==> config.mk <==
export PLATFORM = sky130hd
export DESIGN_NAME = gcd_unit_flat
export DESIGN_NICKNAME = d
export VERILOG_FILES = /design/src/rtl/gcd_unit_if.sv /design/src/rtl/gcd_unit.sv /design/src/flat_wrapper.sv
export SDC_FILE = /design/constraint.sdc
export NUM_CORES = 1
export LEC_CHECK = 0
export CAP_MARGIN = 5
export CORE_MARGIN = 3
export CORE_UTILIZATION = 25
export CTS_CLUSTER_DIAMETER = 60
export DETAILED_ROUTE_END_ITERATION = 7
export PLACE_DENSITY = 0.53
export SLEW_MARGIN = 20
export SYNTH_ARGS = -nofsm -noshare
export SYNTH_HDL_FRONTEND = slang
export SYNTH_SLANG_ARGS = --single-unit
==> constraint.sdc <==
create_clock -name clk -period 2.46 [get_ports clk]
set_input_delay 0.492 -clock clk [delete_from_list [all_inputs] [get_ports clk]]
set_output_delay 0.492 -clock clk [all_outputs]
set_load 0.02 [all_outputs]
==> src/rtl/gcd_unit_if.sv <==
// rtl/gcd_unit_if.sv - start/operand/result bundle for gcd_unit
interface gcd_unit_if #(
    parameter int WIDTH = 16,
    parameter int CNT_W = 2 * WIDTH
);
    logic             start;
    logic [WIDTH-1:0] a_in;
    logic [WIDTH-1:0] b_in;
    logic             busy;
    logic             done;
    logic [WIDTH-1:0] gcd_out;
    logic             err;
    logic [CNT_W-1:0] iter_count;

    modport master (
        output start, a_in, b_in,
        input  busy, done, gcd_out, err, iter_count
    );

    modport slave (
        input  start, a_in, b_in,
        output busy, done, gcd_out, err, iter_count
    );
endinterface

==> src/rtl/gcd_unit.sv <==
// rtl/gcd_unit.sv - iterative GCD engine; GCD_BINARY_EN selects Stein steps instead of plain subtraction
module gcd_unit #(
    parameter int WIDTH = 16,
    parameter int CNT_W = 2 * WIDTH
) (
    input logic       clk,
    input logic       reset_n,
    gcd_unit_if.slave bus
);

    typedef enum logic [1:0] {IDLE, TEST, DONE} state_t;

    state_t           state;
    logic [WIDTH-1:0] x;
    logic [WIDTH-1:0] y;
    logic [WIDTH-1:0] gcd_q;
    logic             err_q;
    logic             done_q;
    logic [CNT_W-1:0] cnt_q;
    logic [CNT_W-1:0] cnt_inc;

`ifdef GCD_BINARY_EN
    localparam int K_W = $clog2(WIDTH) + 1;
    logic [K_W-1:0] k;
`endif

    // Step counter sticks at all-ones so very long runs never appear short
    assign cnt_inc = (&cnt_q) ? cnt_q : cnt_q + {{(CNT_W-1){1'b0}}, 1'b1};

    // Busy depends only on the state, so it rises the cycle after acceptance
    assign bus.busy       = (state == TEST) || (state == DONE);
    assign bus.done       = done_q;
    assign bus.gcd_out    = gcd_q;
    assign bus.err        = err_q;
    assign bus.iter_count = cnt_q;

    // Control FSM with all outputs registered; done is set on the edge entering DONE
    always_ff @(posedge clk or negedge reset_n) begin
        if (!reset_n) begin
            state  <= IDLE;
            x      <= '0;
            y      <= '0;
            gcd_q  <= '0;
            err_q  <= 1'b0;
            done_q <= 1'b0;
            cnt_q  <= '0;
`ifdef GCD_BINARY_EN
            k      <= '0;
`endif
        end else begin
            done_q <= 1'b0;
            case (state)
                IDLE: begin
                    if (bus.start) begin
                        x     <= bus.a_in;
                        y     <= bus.b_in;
                        cnt_q <= '0;
                        err_q <= 1'b0;
`ifdef GCD_BINARY_EN
                        k     <= '0;
`endif
                        // A zero operand needs no iteration: gcd(a,0) = a
                        if (bus.a_in == '0 || bus.b_in == '0) begin
                            gcd_q  <= bus.a_in | bus.b_in;
                            err_q  <= (bus.a_in == '0) && (bus.b_in == '0);
                            done_q <= 1'b1;
                            state  <= DONE;
                        end else begin
                            state <= TEST;
                        end
                    end
                end
                TEST: begin
`ifdef GCD_BINARY_EN
                    if (x == y) begin
                        gcd_q  <= x << k;
                        done_q <= 1'b1;
                        state  <= DONE;
                    end else if (!x[0] && !y[0]) begin
                        x     <= x >> 1;
                        y     <= y >> 1;
                        k     <= k + 1'b1;
                        cnt_q <= cnt_inc;
                    end else if (!x[0]) begin
                        x     <= x >> 1;
                        cnt_q <= cnt_inc;
                    end else if (!y[0]) begin
                        y     <= y >> 1;
                        cnt_q <= cnt_inc;
                    end else if (x > y) begin
                        x     <= x - y;
                        cnt_q <= cnt_inc;
                    end else begin
                        y     <= y - x;
                        cnt_q <= cnt_inc;
                    end
`else
                    if (x == y) begin
                        gcd_q  <= x;
                        done_q <= 1'b1;
                        state  <= DONE;
                    end else if (x > y) begin
                        x     <= x - y;
                        cnt_q <= cnt_inc;
                    end else begin
                        y     <= y - x;
                        cnt_q <= cnt_inc;
                    end
`endif
                end
                DONE: begin
                    state <= IDLE;
                end
                default: begin
                    state <= IDLE;
                end
            endcase
        end
    end

endmodule

==> src/flat_wrapper.sv <==
// flat-port wrapper written by rule: the top's interface ports become plain ports
module gcd_unit_flat 
#(
    parameter int WIDTH = 16,
    parameter int CNT_W = 2 * WIDTH
)
  (clk, reset_n, bus_start, bus_a_in, bus_b_in, bus_busy, bus_done, bus_gcd_out, bus_err, bus_iter_count);
  gcd_unit_if #(.WIDTH(WIDTH), .CNT_W(CNT_W)) bus_i ();
  input logic clk;
  input logic reset_n;
  input wire logic [$bits(bus_i.start)-1:0] bus_start;
  input wire logic [$bits(bus_i.a_in)-1:0] bus_a_in;
  input wire logic [$bits(bus_i.b_in)-1:0] bus_b_in;
  output wire logic [$bits(bus_i.busy)-1:0] bus_busy;
  output wire logic [$bits(bus_i.done)-1:0] bus_done;
  output wire logic [$bits(bus_i.gcd_out)-1:0] bus_gcd_out;
  output wire logic [$bits(bus_i.err)-1:0] bus_err;
  output wire logic [$bits(bus_i.iter_count)-1:0] bus_iter_count;
  assign bus_i.start = bus_start;
  assign bus_i.a_in = bus_a_in;
  assign bus_i.b_in = bus_b_in;
  assign bus_busy = bus_i.busy;
  assign bus_done = bus_i.done;
  assign bus_gcd_out = bus_i.gcd_out;
  assign bus_err = bus_i.err;
  assign bus_iter_count = bus_i.iter_count;
  gcd_unit #(.WIDTH(WIDTH), .CNT_W(CNT_W)) u_core (.clk(clk), .reset_n(reset_n), .bus(bus_i));
endmodule
==> impl_metrics.py <==
metrics = {
    "drt": {
        "wl_mm": 22.8,
        "routedLengthMet1_mm": 10.9,
        "ant_nets": 0,
        "wl_per_cell_um": 17.1,
        "top_layer_used": "met4",
        "initialDrtViolationCount": 468,
        "wl_met3_mm": 1.23,
        "routed_via_density": 5.00,
        "wl_met2_mm": 10.3,
        "via_count": 6668,
        "drc": 0,
        "drt_first_pass_iters": 5,
    },
    "sta": {
        "fin_crit_ns": 2.47,
        "fmax_mhz": 404,
        "tns_ns": -0.0316,
        "maxSlewViolCount": 0,
        "final.setup_skew_ns": 0.00995,
        "final_hold_viol_count": 0,
        "rsz0062_at_grt": "yes",
        "final-setup-viol-count": 6,
        "slew_headroom_pct": 59.9,
        "setup_ws_ns": -0.0132,
        "post-route-period-util_pct": 101,
        "max_slew.worst_pin.slew_ns": 0.602,
    },
    "worst_setup_path": {
        "slowest_delay_ns": 0.48,
        "path_cells": "inv_2 -> ha_4 -> nand4_1 -> or3_4 -> nor2_8 -> a211oi_4 -> nor3_4 -> buf_12 -> mux2_2",
        "required_ns": 2.70,
        "end_kind": "flip-flop",
        "crit_fanout": 9,
        "r2r-end": "u_core.y[8]",
        "slowest_stage": "or3_4",
        "r2r_start": "u_core.y[8]",
        "worstRegToRegCells": 9,
        "r2r_setup_slack_ns": -0.01,
        "critPathArrivalTime_ns": 2.71,
        "path_class": "reg2reg",
        "startpoint_type": "flip-flop",
    },
    "power_and_ir_drop": {
        "p_int_w": 0.00816,
        "pwr-share-comb_pct": 73.0,
        "seqPwrFrac_pct": 16.5,
        "switchingPower_w": 0.00682,
        "pwr-share-clk_pct": 10.5,
        "power_w": 0.0150,
        "p_sw_share_pct": 45.5,
        "power_density_nw_per_um2": 1540,
        "p_leak_nw": 4.20,
        "vdd_drop_max_v": 0.000556,
    },
    "placed_design": {
        "io_buffers": 85,
        "preCtsSetupSlack_ns": -0.236,
        "hpwl_mm": 16.7,
        "globalplace.congestion": 0.897,
    },
    "synth": {
        "yosysSeqAreaShare_pct": 32.8,
        "synthDistinctLibCells": 72,
        "ys_ff_latch": 84,
        "ys.flop_type": "dfrtp_1",
        "ys_async_sr_fraction_pct": 100,
        "yosys_warnings": 0,
        "synth_edf_count": 0,
        "synth_nets": 837,
        "synth_cells": 766,
        "avgSynthCellArea_um2": 8.36,
        "synthesis.area_um2": 6400,
    },
    "cts": {
        "cts_tree": "yes",
        "cts_made_buffers": 9,
        "clkSlewWorstSetupHoldPaths_ns": 0.07,
        "clk_latency_ns": 0.35,
        "cts_buffer_depth": 2,
        "ctsHtreeMaxLevel": 3,
        "root_buffer": "clkbuf_16",
        "cts_num_sinks": 84,
    },
    "die": {
        "initial_core_util_pct": 25.9,
        "die_y_um": 166,
        "rows": 57,
        "die_w_um": 166,
        "die_area_um2": 27600,
        "io_pins": 86,
        "core_um2": 24700,
    },
    "global_routing": {
        "grt_usage_pct": 16.2,
        "antenna_found_initial": 0,
        "overflow": 0,
        "grt_pass1_vias": 6523,
        "grt_max_degree": 102,
        "grt_pass1_wl_mm": 36.4,
    },
    "layout": {
        "fin_nets": 1076,
        "fillers": 2449,
        "multi_input_area_um2": 4260,
        "diodes": 0,
        "area_growth_pct": 51.7,
        "seqCellArea_um2": 2100,
        "layout-drive-gt1-share_pct": 29.3,
    },
    "worst_hold_path": {
        "min_path_type": "in2async",
    },
    "run_status": {
        "status": "complete, but fails checks",
        "violations": "setup timing",
    },
    "job": {
        "maxCapViolCount": 0,
    },
}
==> metal layers <==
layer	vias to the layer above	GRT usage [%]
met3	21	3.00
met1	3192	22.8
met5	-	0
li1	3279	-
met2	176	25.7
met4	0	4.05
==> worst max path at each step <==
| stage | cells past startpoint | startpoint | to |
|---|---|---|---|
| 3_5_place_dp | 9 | u_core.y[3] | u_core.bus.iter_count[24] |
| 5_1_grt | 11 | u_core.x[0] | u_core.y[5] |
| 6_report | 9 | u_core.y[8] | u_core.y[8] |
| 2_1_floorplan | 10 | u_core.x[0] | u_core.x[11] |
| 3_3_place_gp | 9 | bus_a_in[7] | u_core.bus.gcd_out[5] |
| 4_1_cts | 10 | u_core.x[0] | u_core.y[14] |
==> sequential cells by signal, indices dropped and copies added, names as in the netlist <==
name                   flops
u_core.bus.iter_count     32
u_core.bus.gcd_out        16
u_core.x                  16
u_core.y                  16
u_core.state               2
u_core.bus.done            1
u_core.bus.err             1
==> through the flow <==
| stage | hold slack, ns | instances | cell area, um2 | utilization (%) |
|---|---|---|---|---|
| after floorplan | 0.196 | 766 | 6420 | - |
| after global placement | 0.463 | 1296 | 8770 | 35.4 |
| after detailed placement | 0.469 | 1296 | 8770 | 35.4 |
| after CTS | 0.154 | 1321 | 9390 | 38.0 |
| after global routing | 0.165 | 1334 | 9710 | 39.2 |
| final | 0.126 | 1334 | 9710 | 39.2 |
==> cell type report <==
cell class                      instances  area share [%]
Clock buffer                           10            2.46
Clock inverter                          6           0.966
Inverter                               45            1.74
Multi-Input combinational cell        592            43.9
Sequential cell                        84            21.6
Tap cell                              324            4.17
Timing Repair Buffer                  273            25.1
==> power groups by stage <==
stage / Clock [W] / Sequential (W) / Combinational (W)
finish: 0.00157 / 0.00248 / 0.0109
global route: 0.00165 / 0.00256 / 0.0119
CTS: 0.00161 / 0.00245 / 0.0102
detailed placement: 0 / 0.00245 / 0.00961
global placement: 0 / 0.00243 / 0.00960
floorplan: 0 / 0.00275 / 0.00505
==> cell families (layout without fill, tap and decap cells) <==
kind of cell               after synthesis  after routing  share of synthesized area (%)
and+or+nand+nor                        307            307                           25.2
muxes                                   35             35                           5.73
xor gates and xnor gates                 9              9                           1.23
AOI/OAI and AO/OA                      205            205                           21.4
adders and majority gates               36             36                           7.27
DFF                                     84             84                           32.8
buffers and inverters                   90            334                           6.29
==> critical path, delay by kind of cell (launching register included) <==
kind / cells / cell delay [ns]
compound gates: 1 / 0.05
fa+ha+maj: 1 / 0.28
buf+inv: 2 / 0.24
flops: 1 / 0.37
mux: 1 / 0.34
simple gates: 4 / 1.07
==> layout by cell type (no fill, tap or decap), drive strengths merged, types with 10 or more instances in the layout <==
master	n
mux2	10
inv	47
clkdlybuf4s50	84
or3	23
a31oi	10
a21oi	35
nand4	12
dfrtp	84
o211ai	17
nand4b	13
buf	188
o21ai	74
nor2	35
mux2i	25
a21o	11
nor4	11
ha	34
clkbuf	11
nor3	27
nand3	32
nand2	102
==> cell usage after synthesis (6+ instances only) <==
cell type | number | area share [%]
a21o_1 | 11 | 1.3
a21oi_1 | 35 | 2.7
a31oi_1 | 10 | 0.98
and2_1 | 9 | 0.88
and3_1 | 9 | 0.88
buf_2 | 10 | 0.78
clkbuf_1 | 24 | 1.4
dfrtp_1 | 84 | 33
ha_1 | 34 | 6.6
inv_1 | 45 | 2.6
mux2_2 | 8 | 1.4
mux2i_1 | 25 | 3.9
nand2_1 | 101 | 5.9
nand3_1 | 31 | 2.4
nand4_1 | 12 | 1.2
nand4b_1 | 13 | 1.8
nor2_1 | 34 | 2.0
nor2b_1 | 9 | 0.88
nor3_1 | 26 | 2.0
nor4_1 | 10 | 0.98
o211ai_1 | 11 | 1.3
o211ai_2 | 6 | 1.2
o21ai_0 | 66 | 5.2
o21ai_1 | 8 | 0.63
o311ai_0 | 6 | 0.82
or3_1 | 20 | 2.0
or4_1 | 7 | 0.82
xnor2_1 | 6 | 0.82
==> timing repair <==
action                                  CTS  global route
pin swaps                                 9            16
resized for setup                        37            48
gates cloned                              1             1
setup buffers                             8            12
hold buffers                              0             0
hold endpoints to repair                  0             0
endpoints found under the setup margin   55            64
No activity file was read; power rests on OpenSTA's default activity.
